--- config.mk ---
export PLATFORM = sky130hd
export DESIGN_NAME = proc_sequencer
export DESIGN_NICKNAME = d
export VERILOG_FILES = /design/src/rtl/proc_seq_pkg.sv /design/src/rtl/key_debounce.sv /design/src/rtl/proc_sequencer.sv
export SDC_FILE = /design/constraint.sdc
export NUM_CORES = 1
export LEC_CHECK = 0
export ABC_CLOCK_PERIOD_IN_PS = 10000
export CAP_MARGIN = 25
export CORE_ASPECT_RATIO = 1.75
export CORE_MARGIN = 2
export CORE_UTILIZATION = 65
export CTS_CLUSTER_DIAMETER = 200
export DETAILED_ROUTE_END_ITERATION = 12
export GPL_ROUTABILITY_DRIVEN = 1
export PLACE_DENSITY = 0.95
export SYNTH_ARGS = -nofsm -noshare
export SYNTH_HDL_FRONTEND = slang
export SYNTH_SLANG_ARGS = --single-unit
--- constraint.sdc ---
create_clock -name clk -period 10 [get_ports clk]
set_clock_uncertainty 0.2 [all_clocks]
set_input_delay 2 -clock clk [delete_from_list [all_inputs] [get_ports clk]]
set_output_delay 2 -clock clk [all_outputs]
set_load 0.005 [all_outputs]
--- src/rtl/proc_seq_pkg.sv ---
// Shared definitions for the program sequencer: FSM state encoding and the
// layout of a program memory entry ({operand_flag, word}).
package proc_seq_pkg;

  typedef enum logic [2:0] {
    S_IDLE,
    S_ARM,
    S_ISSUE,
    S_WAIT,
    S_ADV,
    S_HALT,
    S_ERROR
  } state_e;

  localparam int PROC_N   = 8;
  localparam int OPND_BIT = PROC_N;

  // Operand flag sits just above the instruction word for any width n.
  function automatic int opnd_bit(input int n);
    return n;
  endfunction

endpackage

--- src/rtl/key_debounce.sv ---
// Step push-button conditioning: 2-flop synchronizer, stable-sample counter
// and a single-cycle pulse on the debounced rising edge.
module key_debounce #(
  parameter int DB_CYCLES = 4
) (
  input  logic clk,
  input  logic rst,
  input  logic key,
  output logic step_pulse
);

  localparam int CW = $clog2(DB_CYCLES + 1);

  logic          sync1_q;
  logic          sync2_q;
  logic          level_q;
  logic [CW-1:0] cnt_q;

  always_ff @(posedge clk or negedge rst) begin
    if (!rst) begin
      sync1_q    <= 1'b0;
      sync2_q    <= 1'b0;
      level_q    <= 1'b0;
      cnt_q      <= '0;
      step_pulse <= 1'b0;
    end else begin
      sync1_q    <= key;
      sync2_q    <= sync1_q;
      step_pulse <= 1'b0;
      // Any sample matching the current level restarts the stability run.
      if (sync2_q == level_q) begin
        cnt_q <= '0;
      end else if (cnt_q == CW'(DB_CYCLES - 1)) begin
        cnt_q      <= '0;
        level_q    <= sync2_q;
        step_pulse <= sync2_q;
      end else begin
        cnt_q <= cnt_q + CW'(1);
      end
    end
  end

endmodule

--- src/rtl/proc_sequencer.sv ---
// Drives the processor Run/DIN handshake from a loadable program memory,
// free-running or stepping one instruction per debounced key press.
module proc_sequencer
  import proc_seq_pkg::*;
#(
  parameter  int N         = PROC_N,
  parameter  int DEPTH     = 16,
  parameter  int DB_CYCLES = 4,
  parameter  int TIMEOUT   = 255,
  localparam int AW        = $clog2(DEPTH)
) (
  input  logic          clk,
  input  logic          rst,
  input  logic          key,
  input  logic          mode,
  input  logic          start,
  input  logic          abort,
  input  logic          load_we,
  input  logic [AW-1:0] load_addr,
  input  logic [N:0]    load_data,
  input  logic [AW:0]   prog_len,
  input  logic          proc_done,
  output logic [N-1:0]  proc_din,
  output logic          proc_run,
  output logic [AW:0]   pc,
  output logic          busy,
  output logic          halted,
  output logic          err_timeout
);

  localparam int          TW      = $clog2(TIMEOUT + 1);
  localparam int          FLAG    = opnd_bit(N);
  localparam logic [AW:0] DEPTH_L = (AW+1)'(DEPTH);

  logic [N:0]    mem_q [DEPTH];
  state_e        st_q, st_d;
  logic [AW:0]   pc_q, pc_d, pc_adv;
  logic [TW-1:0] timer_q, timer_d;
  logic          err_q, err_d;
  logic [N-1:0]  din_q;
  logic [AW:0]   len_c;
  logic [AW-1:0] pc_idx, nxt_idx;
  logic [N-1:0]  cur_word;
  logic [N:0]    nxt_ent;
  logic          idle_like;
  logic          step_pulse;

  key_debounce #(.DB_CYCLES(DB_CYCLES)) u_key (
    .clk       (clk),
    .rst       (rst),
    .key       (key),
    .step_pulse(step_pulse)
  );

  assign len_c     = (prog_len > DEPTH_L) ? DEPTH_L : prog_len;
  assign pc_idx    = pc_q[AW-1:0];
  assign nxt_idx   = pc_idx + AW'(1);
  assign cur_word  = mem_q[pc_idx][N-1:0];
  assign nxt_ent   = mem_q[nxt_idx];
  assign pc_adv    = pc_q + (AW+1)'(1) + (AW+1)'(nxt_ent[FLAG]);
  assign idle_like = (st_q == S_IDLE) || (st_q == S_HALT) || (st_q == S_ERROR);

  // Program memory is deliberately not reset; it survives rst.
  always_ff @(posedge clk) begin
    if (load_we && idle_like) mem_q[load_addr] <= load_data;
  end

  always_ff @(posedge clk or negedge rst) begin
    if (!rst) begin
      st_q    <= S_IDLE;
      pc_q    <= '0;
      timer_q <= '0;
      err_q   <= 1'b0;
      din_q   <= '0;
    end else begin
      st_q    <= st_d;
      pc_q    <= pc_d;
      timer_q <= timer_d;
      err_q   <= err_d;
      din_q   <= proc_din;
    end
  end

  always_comb begin
    st_d    = st_q;
    pc_d    = pc_q;
    timer_d = timer_q;
    err_d   = err_q;
    case (st_q)
      S_IDLE, S_HALT, S_ERROR: begin
        if (start) begin
          pc_d  = '0;
          err_d = 1'b0;
          if (len_c == '0) st_d = S_HALT;
          else             st_d = mode ? S_ISSUE : S_ARM;
        end
      end
      S_ARM: begin
        if (step_pulse) st_d = S_ISSUE;
      end
      S_ISSUE: begin
        timer_d = '0;
        st_d    = S_WAIT;
      end
      S_WAIT: begin
        timer_d = timer_q + TW'(1);
        // Done has priority over a timeout in the same cycle.
        if (proc_done) begin
          st_d = S_ADV;
        end else if (timer_q == TW'(TIMEOUT)) begin
          st_d  = S_ERROR;
          err_d = 1'b1;
        end
      end
      S_ADV: begin
        pc_d = pc_adv;
        if (pc_adv >= len_c) st_d = S_HALT;
        else                 st_d = mode ? S_ISSUE : S_ARM;
      end
      default: st_d = S_IDLE;
    endcase
    if (abort) begin
      st_d    = S_IDLE;
      pc_d    = pc_q;
      err_d   = err_q;
      timer_d = timer_q;
    end
  end

  // WAIT shows the following entry so an operand word is ready for the processor.
  always_comb begin
    case (st_q)
      S_ISSUE: proc_din = cur_word;
      S_WAIT:  proc_din = nxt_ent[N-1:0];
      default: proc_din = din_q;
    endcase
  end

  assign proc_run    = (st_q == S_ISSUE);
  assign busy        = (st_q == S_ISSUE) || (st_q == S_WAIT) ||
                       (st_q == S_ADV)   || (st_q == S_ARM);
  assign halted      = (st_q == S_HALT);
  assign pc          = pc_q;
  assign err_timeout = err_q;

endmodule

==> results of run 1 <==
layout make-up:
| type | count | share of cell area, % |
|---|---|---|
| clock buffers | 19 | 4.44 |
| flip-flops and latches | 176 | 52.6 |
| clock inverters | 13 | 1.16 |
| repair buffers | 67 | 6.75 |
| well taps | 171 | 2.20 |
| inverters | 7 | 0.270 |
| multi-input cells | 343 | 32.5 |
path summary, 6_finish.rpt:
| kind | cells after the start | endpoint | slack [ns] | start |
|---|---|---|---|---|
| min in group asynchronous | 2 | timer_q[6] | 1.79 | rst |
| setup / recovery | 8 | proc_din[5] | 4.22 | pc[1] |
| setup reg to reg | 17 | st_q[0] | 5.36 | pc[1] |
| max in group asynchronous | 2 | pc[1] | 7.43 | rst |
| hold reg to reg | 0 | u_key.sync2_q | 0.16 | u_key.sync1_q |
| hold / removal | 0 | u_key.sync2_q | 0.16 | u_key.sync1_q |
worst max-delay path: stages (launching register included):
cell	delay (ns)
dfrtp_4	0.60
buf_16	0.28
ha_1	0.33
buf_4	0.46
mux4_2	0.38
mux2i_1	0.20
o22a_1	0.19
nand3_1	0.15
clkdlybuf4s50_1	0.50
routing by layer:
metal	up-vias	track usage, %	routed length [um]
met3	125	7.60	2190
li1	2369	-	-
met2	460	55.2	11200
met4	0	20.1	1420
met1	2757	38.0	7310
met5	-	0	0
cell usage after synthesis, types with 5 or more instances:
cell / n
inv_1: 7
a32oi_1: 8
nand2_1: 19
edfxtp_1: 144
a22oi_1: 33
mux4_1: 13
buf_2: 14
o21ai_0: 10
nand2b_1: 5
nor3_1: 14
clkbuf_1: 13
dfrtp_1: 32
a21oi_1: 8
mux4_2: 23
mux2i_1: 83
ha_1: 10
nor2_1: 24
o22a_1: 9
nand3_1: 27
state kept, by name (all words and copies together), names as in the netlist:
register          count
timer_q               8
err_timeout           1
u_key.cnt_q           3
u_key.sync2_q         1
pc                    5
din_q                 8
u_key.sync1_q         1
st_q                  3
u_key.level_q         1
u_key.step_pulse      1
mem_q               144
power by group through the flow:
stage / Combinational (mW) / Sequential [mW] / Clock (mW)
2_1_floorplan: 0.375 / 0.894 / 0
6_report: 0.560 / 0.913 / 0.612
3_5_place_dp: 0.516 / 0.944 / 0
4_1_cts: 0.527 / 0.931 / 0.614
5_1_grt: 0.596 / 0.918 / 0.645
3_3_place_gp: 0.488 / 0.936 / 0
logic make-up after synthesis:
group,Yosys count,share of synthesized area [%]
fa+ha+maj,11,1.58
mux,121,20.1
flops,176,60.1
simple gates,112,6.54
xor+xnor,8,1.04
compound gates,91,7.92
buf+inv,43,2.73
==> metrics.md, run 1 <==
| Metric | Value |
|---|---|
| Clock tree from TritonCTS | `yes` |
| Syn nets | `around 600` |
| Die boundary width | `between 90 and 100 um` |
| Pwr/cell area | `around 210 mW/mm^2` |
| Critical path fanouts, max | `57` |
| Number of global-route vias before repair | `about 6000` |
| Clock power share | `29.4%` |
| Max Slew Vio Count | `0` |
| Area of the multi-input gates | `about 0.0032 sq mm` |
| Seq pwr share | `between 40 and 50%` |
| Syn Area/Cell | `15.2 sq um` |
| Logic pwr share | `between 20% and 30%` |
| Placed wire-length estimate | `13600 um` |
| Initial antenna violation count | `0` |
| Inst Count DP | `about 760` |
| Die Y | `approximately 160 um` |
| Non-filler cells, final | `796` |
| Diodes inserted | `0` |
| Final Wtd Congestion | `just under 0.9` |
| Int Pwr | `around 1.5 mW` |
| Relative max-transition margin | `between 40 and 50%` |
| Htree depth | `4` |
| Register area | `slightly above 0.005 sq mm` |
| Synth area leader | `edfxtp_1` |
| Most frequent cells in the layout | `edfxtp_1, mux2i_1, clkdlybuf4s50_1, a22oi_1, dfrtp_1` |
| Synth area leaders | `edfxtp_1, mux2i_1, dfrtp_1` |
| Hold slack | `between 0.15 and 0.2 ns` |
| Sw power | `between 0.6 and 0.7 mW` |
| CTS Buf Count | `17` |
| Power Total | `2.08 mW` |
| Share of cells above drive strength 1 | `between 10% and 20%` |
| Clk buf depth | `2` |
| Min Tclk post-route | `~5.8 ns` |
| Post-route design area | `between 0.009 and 0.01 sq mm` |
| Setup Buffers After CTS | `0` |
| Maxcap violations | `0` |
| HP Class | `reg2reg` |
| FF+latch count, synth | `between 150 and 200` |
| Fmax | `173 MHz` |
| Crit end category | `output pin` |
| Post-CTS sizing | `0` |
| Largest net degree at the start of global routing | `71` |
| Die ar. | `0.0141 sq mm` |
| Gr usage total | `approximately 33%` |
| Synth top area share | `approximately half` |
| Post-synthesis cell type count | `53` |
| Worst Tran Pin Value | `0.886 ns` |
| Fillcell total | `737` |
| Outcome | `completed` |
| Routed vias | `5711` |
| I/O pin count | `43` |
| Critical Path AT | `roughly 3.6 ns` |
| WL/cell | `around 28 um` |
| Syn-to-layout area delta | `14.3%` |
| Clock Latency Late Sink | `0.43 ns` |
| Port Buffer Count | `42` |
| Detail-routed via count per cell | `about 7.2` |
| Req. time, crit path | `7.80 ns` |
| CTS Hold Bufs | `0` |
| Pre-antenna DRT Iters | `5` |
| Fin util | `roughly three quarters` |
| Setup violations, final | `0` |
| Final period util | `~58%` |
| Crit path kind | `reg2out` |
| Clock Tree Root | `clkbuf_16` |
| Placeable Area | `around 0.013 sq mm` |
| Pre-CTS WS | `between 4 and 5 ns` |
| Post-synth top flop | `edfxtp_1` |
| Clk pin slew, worst setup/hold paths | `approximately 0.070 ns` |
| VDD IR max | `about 0.15 mV` |
| Sw Ratio | `a little under a third` |
| Nets@finish | `around 650` |
| Syn. warnings | `0` |
| Syn Inst Count | `roughly 560` |
| Setup tns final | `0 ns` |
| Initial drt markers | `approximately 950` |
| Pleak | `3.33 nW` |
| Netlist Area Pre-Place | `roughly 0.0085 sq mm` |
| Total wire length | `approximately 22000 um` |
| Global-route wire length before repair | `between 30000 and 40000 um` |
| Post-route ant nets | `0` |
| Setup WS post-layout | `about 4.2 ns` |
| Placed inst area | `0.00917 sq mm` |
| Commonest non-fill, non-tap cell in the layout | `edfxtp_1` |
| Post-synth EDFFs | `~140` |
| Hold Vio Cnt, Final | `0` |
| Crit start category | `flip-flop` |
| Share of flip-flops with an asynchronous set or reset | `between 10% and 20%` |
| Total gr overflow | `0` |
| Sequential fraction of the synthesis area | `60.1%` |
| Starting Density | `around 66%` |
| Drt drc | `0` |
| RSZ-0062 raised after global routing | `no` |
| Row cnt | `between 50 and 60` |
| Clk sinks | `176` |
Note: power is estimated with default switching activity, not from simulation.
==> run 2, diff against run 1 <==
ABC_CLOCK_PERIOD_IN_PS = 5500   (was 10000)
CORE_UTILIZATION = 60   (was 65)
PLACE_DENSITY = 0.92   (was 0.95)
clock period = 5.5 ns   (was 10 ns; I/O delays follow)
==> metrics.md, run 2 (same netlist as run 1, synthesis figures left out) <==
| Metric | Value |
|---|---|
| Met1 GRT Util | `34.2%` |
| Fmax | `around 210 MHz` |
| Die ar. | `0.0152 sq mm` |
| Clock Tree Root | `clkbuf_16` |
| Final period util | `around 86%` |
| Htree depth | `4` |
| I/O pin count | `43` |
| Met2 Track Usage GR | `50.2%` |
| RSZ-0062 raised after global routing | `no` |
| Outcome | `completed` |
| Fillcell total | `867` |
| Final Wtd Congestion | `0.853` |
| CTS Hold Bufs | `0` |
| Placeable Area | `approximately 0.014 sq mm` |
| Global-route met3 utilization | `under 10%` |
| Gr usage total | `around 30%` |
| Critical Path AT | `around 3.4 ns` |
| Largest net degree at the start of global routing | `69` |
| Pwr/cell area | `398 mW/mm^2` |
| Row cnt | `57` |
| Total wire length | `21500 um` |
| Initial drt markers | `667` |
| Clk buf depth | `2` |
| Setup Buffers After CTS | `0` |
| Post-CTS sizing | `0` |
| Clock tree from TritonCTS | `yes` |
| Nets@finish | `between 600 and 700` |
| Relative max-transition margin | `a little over a third` |
| Setup violations, final | `0` |
| Hold Vio Cnt, Final | `0` |
| Max Slew Vio Count | `0` |
| Initial antenna violation count | `0` |
| Critical path fanouts, max | `42` |
| Largest registers | `mem_q x144, din_q x8, timer_q x8` |
| Global-route wire length before repair | `approximately 32000 um` |
| Share of cells above drive strength 1 | `14.8%` |
| Inst Count DP | `769` |
| Register with the most flip-flops | `mem_q` |
| Post-route ant nets | `0` |
| Min Tclk post-route | `between 4 and 5 ns` |
| Req. time, crit path | `4.20 ns` |
| Fin util | `a little over two thirds` |
| Diodes inserted | `0` |
| VDD IR max | `approximately 0.34 mV` |
| Total gr overflow | `0` |
| Commonest non-fill, non-tap cell in the layout | `edfxtp_1` |
| Placed inst area | `0.00916 sq mm` |
| Port Buffer Count | `42` |
| Crit path kind | `reg2out` |
| Starting Density | `roughly three fifths` |
| Maxcap violations | `0` |
| Clk sinks | `176` |
| Post-route design area | `roughly 0.01 sq mm` |
| Clk pin slew, worst setup/hold paths | `approximately 0.07 ns` |
| Hold slack | `around 0.16 ns` |
| Pleak | `~3.4 nW` |
| Clock Latency Late Sink | `between 0.4 and 0.5 ns` |
| Power Total | `roughly 4 mW` |
| Pre-CTS WS | `~1.3 ns` |
| Busiest grt layer | `met2` |
| HP Class | `reg2reg` |
| Pre-antenna DRT Iters | `5` |
| Syn-to-layout area delta | `15.1%` |
| Placed wire-length estimate | `between 10000 and 15000 um` |
| Non-filler cells, final | `roughly 800` |
| WL/cell | `~27 um` |
| CTS Buf Count | `17` |
| Setup tns final | `0 ns` |
| Crit end category | `output pin` |
| Most frequent cells in the layout | `edfxtp_1, mux2i_1, clkdlybuf4s50_1, a22oi_1, dfrtp_1` |
| Die boundary width | `94.1 um` |
| Routed vias | `between 5000 and 6000` |
| Number of global-route vias before repair | `approximately 5700` |
| Worst Tran Pin Value | `a little under 1 ns` |
| Drt drc | `0` |
| Detail-routed via count per cell | `6.92` |
| Crit start category | `flip-flop` |
| Setup WS post-layout | `roughly 0.77 ns` |
| Number of flip-flops under the largest register name | `~140` |
| Die Y | `between 150 and 200 um` |
## run 2: final cells by class
cell class,instances,area [sq um],area share (%)
clock buffers,17,425,4.33
multi-input cells,343,3170,32.3
well taps,177,221,2.26
flip-flops and latches,176,5130,52.2
clock inverters,15,186,1.90
repair buffers,69,658,6.70
inverters,7,26.3,0.268
## run 2: worst paths after layout
check | startpoint | to | slack [ns] | depth (start not counted)
min reg2reg | u_key.sync1_q | u_key.sync2_q | 0.16 | 0
min in group asynchronous | rst | timer_q[3] | 0.89 | 2
max reg2reg | pc[2] | st_q[0] | 1.38 | 14
max in group asynchronous | rst | pc[1] | 3.83 | 2
min | u_key.sync1_q | u_key.sync2_q | 0.16 | 0
max | pc[0] | proc_din[2] | 0.77 | 7
## run 2: critical path, stage by stage (launching register included)
cell and delay (ns):
dfrtp_2 0.39, buf_4 0.59, and2_0 0.58, buf_4 0.32
a22oi_1 0.13, a32oi_1 0.30, nand3_1 0.17, clkdlybuf4s50_1 0.48
## run 2: power by group
part | switching, mW | internal [mW]
Combinational | 0.540 | 0.475
Clock | 0.547 | 0.695
Sequential | 0.102 | 1.55
## run 2: metal layers
metal  vias to the layer above  share of wire (%)
met1                      2752                 35
met4                         0                4.9
met3                        78                7.8
li1                       2380                  -
met2                       350                 53
met5                         -                  0
==> edit (settings of run 2) <==
Add an input register stage for `load_data`, without a reset; this delays it by one clock. The other inputs are not delayed to match.
--- a/src/rtl/proc_sequencer.sv
+++ b/src/rtl/proc_sequencer.sv
@@ -32,6 +32,12 @@
   localparam int          FLAG    = opnd_bit(N);
   localparam logic [AW:0] DEPTH_L = (AW+1)'(DEPTH);
 
+  logic [N:0] load_data_q;
+
+  always_ff @(posedge clk) begin
+    load_data_q <= load_data;
+  end
+
   logic [N:0]    mem_q [DEPTH];
   state_e        st_q, st_d;
   logic [AW:0]   pc_q, pc_d, pc_adv;
@@ -62,7 +68,7 @@
 
   // Program memory is deliberately not reset; it survives rst.
   always_ff @(posedge clk) begin
-    if (load_we && idle_like) mem_q[load_addr] <= load_data;
+    if (load_we && idle_like) mem_q[load_addr] <= load_data_q;
   end
 
   always_ff @(posedge clk or negedge rst) begin
Formal check against the unedited RTL: not equivalent (a bounded check fails within 4 cycles, from zero or initial values and one cycle with rst low).
==> edit against run 2 <==
- clock power decreased by 4%
- sequential share of layout area increased by 0.89 points
- wire length increased by 2.0%
- cell area increased by 1.8%
- combinational power decreased by 15%
- sequential cell count increased by 9
- power decreased by 3.8%
- setup slack got worse by 230 ps
- synthesized area increased by 3.2%
- via count increased by 3.7%
==> edit: results (changes against run 2) <==
** Setup path
- Worst flop-to-flop path endpoint :: st_q[2]
- Worst flop-to-flop path startpoint :: pc[0]
- Number of cells on the worst reg-to-reg path :: 16 (+2)
- The maximum fanout along the worst path was 23 (-45%).
- Longest individual stage delay on the worst path :: 760 ps (+170 ps)
- The arrival time of the worst setup path came to 3650 ps (+220 ps).

** GRT
- Maximum number of pins on one net before global-route repair :: 70 (+1.4%)
- Via count of the first global-routing pass :: 5945 (+3.6%)
- The global-route wire length before repair was 33.0 mm (+3.0%).
- The global router's overall resource usage came to 0.296 (+0.00349).

** Status
- Run status :: completed

** Yosys
- By count the netlist is led by sky130_fd_sc_hd__edfxtp_1, sky130_fd_sc_hd__mux2i_1, sky130_fd_sc_hd__mux4_2.
- Top cells by area in the synthesized netlist :: sky130_fd_sc_hd__edfxtp_1, sky130_fd_sc_hd__mux2i_1, sky130_fd_sc_hd__mux4_2
- Count of cell types in the netlist :: 63 (+19%)
- Async set-reset flop share out of synthesis :: 0.173 (-0.00885)
- Post-synthesis sequential area ratio :: 0.603 (+0.00210)

** STA
- The tightest hold margin is 184 ps (+19.7 ps).
- The pin slew with the least headroom to its limit is 1110 ps (+142 ps).

** Layout
- Final design area excluding fillers :: 9990 µm² (+1.8%)
- The share of final-layout standard cells stronger than drive strength 1 is 0.167 (+0.0191).
- Non-filler cells in the finished layout :: 819 (+1.9%)
- The final-layout fill cell count came to 878 (+1.3%).
- Total Nets Final :: 662 (+1.8%)

** Placed design
- Standard cell area after detailed placement :: 9320 µm² (+1.7%)
- Cell count after placement :: 778 (+1.2%)
- Dpl hpwl :: 14.1 mm (+1.8%)

** Route
- Count of TritonRoute iterations in the first routing pass :: 6 (+1)
- Average wire per cell in the routed design :: 26.8 µm (+0.12%)
- The total via count in the routed design came to 5765 (+3.7%).
- Drt initial violations :: 755 (+13%)
edit: changes by cell type in the layout (fill, tap and decap cells not counted), sizes merged, moves of 5 or more:
cell	run 2	this run
dfxtp	0	9
buf	27	22
inv	18	13
nor2	24	30
edit: through the flow:
step                      power [mW]  setup slack, ps
after floorplan                 2.28             1840
after global placement          2.52             1070
after detailed placement        2.56              907
after CTS                       3.75              535
after global routing            3.88              391
final                           3.76              547
edit: per-layer routing:
layer,routed length (µm),GRT usage
met1,7270,0.338
met2,11000,0.493
met3,2060,0.0674
met4,1620,0.187
met5,0,0
edit: cell type report:
cell class / instances / area, µm² / share of cell area
Timing Repair Buffer: 64 / 628 / 0.0629
Sequential cell: 185 / 5310 / 0.531
Multi-Input combinational cell: 351 / 3220 / 0.323
Inverter: 7 / 26.3 / 0.00263
Clock inverter: 13 / 136 / 0.0136
Tap cell: 180 / 225 / 0.0225
Clock buffer: 19 / 443 / 0.0443
edit: worst max path at each step:
| stage | slack [ps] | from | depth (start not counted) | to |
|---|---|---|---|---|
| 6_report | 550 | pc[0] | 7 | proc_din[0] |
| 5_1_grt | 390 | pc[0] | 7 | proc_din[2] |
| 4_1_cts | 540 | pc[0] | 7 | proc_din[0] |
| 3_5_place_dp | 910 | pc[0] | 16 | st_q[2] |
| 3_3_place_gp | 1070 | pc[1] | 16 | st_q[0] |
| 2_1_floorplan | 1840 | pc[0] | 17 | st_q[0] |
edit: kinds of logic after synthesis:
logic type               count (synthesis)  share of synthesized area
flip-flops                             185                      0.603
multiplexers                           123                      0.191
AND/OR/NAND/NOR                        115                     0.0708
AO/OA/AOI/OAI                           95                     0.0791
buffers and inverters                   43                     0.0304
adder cells (fa/ha/maj)                 10                     0.0142
XOR/XNOR                                 8                     0.0110
edit: power groups by stage:
| stage | Combinational [mW] | Clock [mW] | Sequential (mW) |
|---|---|---|---|
| after floorplan | 0.596 | 0 | 1.68 |
| after global placement | 0.799 | 0 | 1.72 |
| after detailed placement | 0.828 | 0 | 1.73 |
| after CTS | 0.846 | 1.19 | 1.71 |
| after global routing | 0.917 | 1.25 | 1.72 |
| final | 0.863 | 1.19 | 1.71 |
edit: critical path: cells and delay by family, from the launching register on:
family	cells	cell delay [ps]
and+or+nand+nor	1	110
AOI/OAI and AO/OA	1	210
buffers and inverters	2	900
muxes	2	620
adders and majority gates	1	760
DFF	1	580
